==> src/rtl/spn_round_ctrl_pkg.sv <==
// Shared S-box package for the 16-bit SPN round controller.
// Provides the 4-bit S-box table and nibble-wise substitution, the nibble-matrix
// transpose permutation, the round count and the controller FSM state type.
// Optional feature macro: SPN_DECRYPT_EN adds the inverse S-box table and the
// inverse substitution function.
package spn_round_ctrl_pkg;

  localparam int unsigned DATA_W = 16;
  localparam int unsigned SBOX_W = 4;
  localparam int unsigned ROUNDS = 3;

  typedef enum logic [1:0] {
    StIdle,
    StRound,
    StDone
  } state_e;

  localparam logic [SBOX_W-1:0] SBOX [16] = '{
    4'hE, 4'h4, 4'hD, 4'h1, 4'h2, 4'hF, 4'hB, 4'h8,
    4'h3, 4'hA, 4'h6, 4'hC, 4'h5, 4'h9, 4'h0, 4'h7
  };

  function automatic logic [DATA_W-1:0] sbox_substitute(input logic [DATA_W-1:0] x);
    logic [DATA_W-1:0] y;
    for (int i = 0; i < int'(DATA_W / SBOX_W); i++) begin
      y[i*SBOX_W +: SBOX_W] = SBOX[x[i*SBOX_W +: SBOX_W]];
    end
    return y;
  endfunction

  // Bit i moves to bit 4*(i mod 4) + (i div 4): a transpose of the 4x4 nibble
  // matrix, so the same function undoes itself.
  function automatic logic [DATA_W-1:0] spn_permute(input logic [DATA_W-1:0] x);
    logic [DATA_W-1:0] y;
    for (int i = 0; i < int'(DATA_W); i++) begin
      y[4*(i%4) + i/4] = x[i];
    end
    return y;
  endfunction

`ifdef SPN_DECRYPT_EN
  localparam logic [SBOX_W-1:0] INV_SBOX [16] = '{
    4'hE, 4'h3, 4'h4, 4'h8, 4'h1, 4'hC, 4'hA, 4'hF,
    4'h7, 4'hD, 4'h9, 4'h6, 4'hB, 4'h2, 4'h0, 4'h5
  };

  function automatic logic [DATA_W-1:0] inv_sbox_substitute(input logic [DATA_W-1:0] x);
    logic [DATA_W-1:0] y;
    for (int i = 0; i < int'(DATA_W / SBOX_W); i++) begin
      y[i*SBOX_W +: SBOX_W] = INV_SBOX[x[i*SBOX_W +: SBOX_W]];
    end
    return y;
  endfunction
`endif

endpackage

==> src/rtl/spn_key_sched.sv <==
// Round-key extraction for the SPN controller.
// Round key r (1..4) is the 16-bit window key[35-4r : 20-4r].
// Ports: key (32-bit cipher key), round_idx (1..4), round_key (16-bit window,
// zero for out-of-range indices).
module spn_key_sched (
  input  logic [31:0] key,
  input  logic [2:0]  round_idx,
  output logic [15:0] round_key
);

  always_comb begin
    round_key = '0;
    unique case (round_idx)
      3'd1:    round_key = key[31:16];
      3'd2:    round_key = key[27:12];
      3'd3:    round_key = key[23:8];
      3'd4:    round_key = key[19:4];
      default: round_key = '0;
    endcase
  end

endmodule

==> src/rtl/spn_round_ctrl.sv <==
// Three-round 16-bit SPN cipher controller, one round per cycle.
// Accepts a block in IDLE (in_valid/in_ready), runs three rounds in ROUND, then
// holds the result in DONE (out_valid/out_ready) until it is taken.
// Ports: clk, rst (synchronous, active high); in_valid/in_ready/in_data/in_key/
// in_mode request side; out_valid/out_ready/out_data result side; busy.
// Optional feature macro: SPN_DECRYPT_EN enables decryption when in_mode = 1;
// without it in_mode is ignored and every block is encrypted.
module spn_round_ctrl #(
  parameter int unsigned ROUNDS = 3
) (
  input  logic        clk,
  input  logic        rst,
  input  logic        in_valid,
  output logic        in_ready,
  input  logic [15:0] in_data,
  input  logic [31:0] in_key,
  input  logic        in_mode,
  output logic        out_valid,
  input  logic        out_ready,
  output logic [15:0] out_data,
  output logic        busy
);

  import spn_round_ctrl_pkg::*;

  localparam logic [1:0] LastRound = 2'(ROUNDS);

  state_e      state_q, state_d;
  logic [1:0]  cnt_q, cnt_d;
  logic [15:0] data_q, data_d;
  logic [31:0] key_q, key_d;

  logic [2:0]  ks_idx;
  logic [15:0] rk, k4;
  logic [15:0] enc_sub, enc_out, round_out;

  spn_key_sched u_ks_round (
    .key       (key_q),
    .round_idx (ks_idx),
    .round_key (rk)
  );

  // K4 is needed alongside the per-round key in the last encrypt round and the
  // first decrypt round.
  spn_key_sched u_ks_last (
    .key       (key_q),
    .round_idx (3'd4),
    .round_key (k4)
  );

  assign enc_sub = sbox_substitute(data_q ^ rk);
  assign enc_out = (cnt_q == LastRound) ? (enc_sub ^ k4) : spn_permute(enc_sub);

`ifdef SPN_DECRYPT_EN
  logic        mode_q, mode_d;
  logic [15:0] dec_in, dec_out;

  assign dec_in    = (cnt_q == 2'd1) ? (data_q ^ k4) : spn_permute(data_q);
  assign dec_out   = inv_sbox_substitute(dec_in) ^ rk;
  // Decrypt round d uses K3, K2, K1 in turn.
  assign ks_idx    = mode_q ? (3'd4 - {1'b0, cnt_q}) : {1'b0, cnt_q};
  assign round_out = mode_q ? dec_out : enc_out;
`else
  logic unused_mode;
  assign unused_mode = in_mode;
  assign ks_idx      = {1'b0, cnt_q};
  assign round_out   = enc_out;
`endif

  always_comb begin
    state_d = state_q;
    cnt_d   = cnt_q;
    data_d  = data_q;
    key_d   = key_q;
`ifdef SPN_DECRYPT_EN
    mode_d  = mode_q;
`endif
    unique case (state_q)
      StIdle: begin
        if (in_valid) begin
          state_d = StRound;
          cnt_d   = 2'd1;
          data_d  = in_data;
          key_d   = in_key;
`ifdef SPN_DECRYPT_EN
          mode_d  = in_mode;
`endif
        end
      end
      StRound: begin
        data_d = round_out;
        // Counter saturates at the last round instead of wrapping.
        if (cnt_q == LastRound) begin
          state_d = StDone;
        end else begin
          cnt_d = cnt_q + 2'd1;
        end
      end
      StDone: begin
        if (out_ready) begin
          state_d = StIdle;
          cnt_d   = '0;
        end
      end
      default: state_d = StIdle;
    endcase
  end

  always_ff @(posedge clk) begin
    if (rst) begin
      state_q <= StIdle;
      cnt_q   <= '0;
      data_q  <= '0;
      key_q   <= '0;
`ifdef SPN_DECRYPT_EN
      mode_q  <= 1'b0;
`endif
    end else begin
      state_q <= state_d;
      cnt_q   <= cnt_d;
      data_q  <= data_d;
      key_q   <= key_d;
`ifdef SPN_DECRYPT_EN
      mode_q  <= mode_d;
`endif
    end
  end

  assign in_ready  = (state_q == StIdle);
  assign busy      = (state_q != StIdle);
  assign out_valid = (state_q == StDone);
  assign out_data  = out_valid ? data_q : 16'h0000;

endmodule

==> config.mk <==
export PLATFORM = sky130hd
export DESIGN_NAME = spn_round_ctrl
export DESIGN_NICKNAME = d
export VERILOG_FILES = /design/src/rtl/spn_round_ctrl_pkg.sv /design/src/rtl/spn_key_sched.sv /design/src/rtl/spn_round_ctrl.sv
export SDC_FILE = /design/constraint.sdc
export NUM_CORES = 1
export LEC_CHECK = 0
export BUFFER_PORTS_ARGS = -buffer_cell sky130_fd_sc_hd__buf_4
export CAP_MARGIN = 20
export CORE_ASPECT_RATIO = 0.9
export CORE_MARGIN = 5
export CORE_UTILIZATION = 30
export CTS_CLUSTER_SIZE = 12
export DETAILED_ROUTE_END_ITERATION = 12
export MAX_ROUTING_LAYER = met4
export PLACE_DENSITY = 0.48
export SLEW_MARGIN = 25
export SYNTH_ARGS = -nofsm -noshare
export SYNTH_HDL_FRONTEND = slang
export SYNTH_SLANG_ARGS = --single-unit
==> constraint.sdc <==
create_clock -name clk -period 4 [get_ports clk]
set_input_delay 0.8 -clock clk [delete_from_list [all_inputs] [get_ports clk]]
set_output_delay 0.8 -clock clk [all_outputs]
set_load 0.03 [all_outputs]
==> impl_metrics.py <==
metrics = {
    "yosys": {
        "synth_cells": 507,
        "synth_top_area_cell": "dfxtp_1",
        "synth_flop_cell": "dfxtp_1",
        "ys_types": 68,
        "synthArstFlopShare_pct": 0,
        "ys_warn_count": 0,
        "synth-seq-area-share_pct": 24.0,
        "synthTopCellsByArea": "dfxtp_1 24%, mux2i_1 8.0%, nand2_1 8.0%",
        "syn_nets": 584,
        "synth_area_sq_mm": 0.00401,
        "synth-seq-cells": 48,
        "synth_edf_count": 0,
        "netlist.area_leader.share_pct": 24.0,
        "syn_avg_cell_area_sq_um": 7.90,
        "synth_common_cells": "85 x nand2_1, 48 x dfxtp_1, 39 x a21oi_1",
        "synth_most_common_cell": "nand2_1",
    },
    "die": {
        "die_height_um": 120,
        "rows": 40,
        "die_width_um": 132,
        "start_util_pct": 30.3,
        "design.core.area_sq_mm": 0.0132,
        "fp.dieArea_sq_mm": 0.0158,
        "io_pins": 72,
    },
    "routing": {
        "firstDrtPassIters": 6,
        "ant_nets": 0,
        "num_vias": 3706,
        "drc": 0,
        "wirelength_um": 12000,
        "drt_iter0_drc": 339,
        "wire_per_inst_um": 16.6,
        "viasPerCell": 5.12,
    },
    "global_routing": {
        "antenna_found_initial": 0,
        "gr-total-overflow": 0,
        "grt_start_max_net_pins": 53,
        "grt_pass1_vias": 3719,
        "grt_util_all_layers_pct": 15.5,
        "grt_first_pass_wirelength_um": 19400,
    },
    "clocking": {
        "cts.path.max_buffers": 2,
        "cts.sink_count": 48,
        "cts_root_buffer": "clkbuf_16",
        "ctsHoldBuffers": 0,
        "cts_setup_buffers": 0,
        "cts_tree": "yes",
        "clk-insertion-delay-late_ns": 0.30,
        "cts-buffers-inserted": 5,
        "cts-resized-gates": 0,
        "cts_htree_levels": 2,
        "clkSlewWorstSetupHoldPaths_ns": 0.08,
    },
    "timing": {
        "fmax_ghz": 0.285,
        "slew_viol_final": 0,
        "timing.final.ws_setup_ns": 0.490,
        "finalSetupTns_ns": 0,
        "rsz0062_at_grt": "false",
        "setup_viol": 0,
        "skew_ns": 0.0106,
        "min_period_ns": 3.51,
        "slew_headroom_pct": 40.9,
        "hold_viol_final": 0,
        "tightestPinTransition_ns": 0.885,
        "fin_crit_sh_pct": 87.7,
    },
    "place": {
        "gp_congestion": 0.901,
        "hpwl_um": 9170,
        "place_ws_ns": 0.583,
        "io_buffers": 66,
    },
    "outcome": {
        "status": "finished clean",
    },
    "pwr": {
        "cellPowerDensity_mw_per_mm2": 334,
        "ir_worst_vdd_uv": 233,
        "p_leak_nw": 2.02,
    },
    "layout": {
        "antennaDiodeCount": 0,
        "fin_nets": 632,
        "area_growth_pct": 20.3,
        "drive_gt1_share_pct": 20.3,
    },
    "worst_hold_path": {
        "hp-class": "reg -> reg",
    },
    "critical_path": {
        "endpoint_kind": "flip-flop",
        "start_kind": "flip-flop",
        "cp_max_fo": 16,
        "arrival_ns": 3.73,
        "worstSetupPathType": "reg -> reg",
        "required_ns": 4.22,
    },
    "job": {
        "drv_cap": 0,
    },
}
-- worst max-delay path, cell delays in order (launching register included) --
cell,delay [ns]
dfxtp_1,0.35
inv_1,0.10
ha_1,0.50
a222oi_1,0.21
nor2_1,0.31
xor2_1,0.40
inv_1,0.19
ha_1,0.23
nor2b_1,0.13
a31oi_1,0.16
nor3_1,0.07
a2111oi_2,0.31
or3_1,0.17
nand3_1,0.08
a221oi_2,0.22
-- placed cells by master (no fill, tap or decap), types with 2 or more instances in the layout --
cell type and n:
a211oi_1 4, nand3_1 8, mux2i_1 32, o22ai_1 2, nor2_1 37, nand2b_1 2
and3_1 5, and2_1 16, a311oi_1 2, xor2_1 11, a221oi_2 2, o21ai_0 8
nor2b_1 4, a21oi_1 39, xnor2_1 24, o21ai_1 3, dfxtp_1 48, nor3b_1 2
a221oi_1 2, a31oi_1 4, a222oi_1 16, nand2_1 85, buf_4 79, o2bb2ai_1 2
mux2_2 2, ha_1 24, nor3_1 10, nand4_1 2, clkbuf_16 5, a2111oi_2 2
o21a_1 2, nor2_2 3, or3_1 5, xor2_2 2, a211o_1 2, xnor2_2 6
inv_1 21
-- final timing paths --
check | slack [ns] | start | end | depth (start not counted)
setup / recovery | 0.49 | cnt_q[0] | data_q[3] | 14
hold / removal | 0.46 | key_q[30] | key_q[30] | 2
setup reg to reg | 0.49 | cnt_q[0] | data_q[3] | 14
hold reg to reg | 0.46 | key_q[30] | key_q[30] | 2
-- cell type report --
cell class	instances	area (sq um)
inverter	23	86.3
sequential	48	961
multi-input combinational	398	2800
clock buffer	5	125
fill	1414	8390
timing repair buffer	79	593
tap	168	210
clock inverter	3	46.3
-- state kept, by name, indices dropped and copies added, names as in the netlist --
name,cells
state_q,2
data_q,16
key_q,28
cnt_q,2
-- cells by family (layout without fill, tap and decap cells) --
logic type	count (synthesis)	in the layout	synth area share [%]
AO/OA/AOI/OAI	105	105	19.3
XOR/XNOR	43	43	10.9
adder cells (fa/ha/maj)	24	24	7.49
buffers and inverters	61	110	6.18
flip-flops	48	48	24.0
multiplexers	36	36	9.49
AND/OR/NAND/NOR	190	190	22.7
-- metal layers --
metal	global-route usage, %	part of all wire [%]
met2	24.6	46
met3	2.47	3.3
met1	20.9	49
met4	3.41	1.3
met5	-	0
-- metrics by stage --
step	util, %	std cells	power [mW]	hold WS (ns)	area [sq um]
detailed placement	35.2	716	1.12	0.457	4650
floorplan	-	507	0.974	0.436	4010
finish	36.5	724	1.61	0.464	4820
global placement	35.2	716	1.11	0.448	4650
global route	36.5	724	1.72	0.494	4820
CTS	36.5	724	1.63	0.467	4820
-- where the power goes --
| group | switching [mW] | leakage, nW | internal, mW |
|---|---|---|---|
| clock | 0.202 | 0.0804 | 0.298 |
| combinational | 0.286 | 1.54 | 0.246 |
| sequential | 0.0626 | 0.396 | 0.516 |
| total | 0.551 | 2.02 | 1.06 |
(Power assumes the default switching activity.)
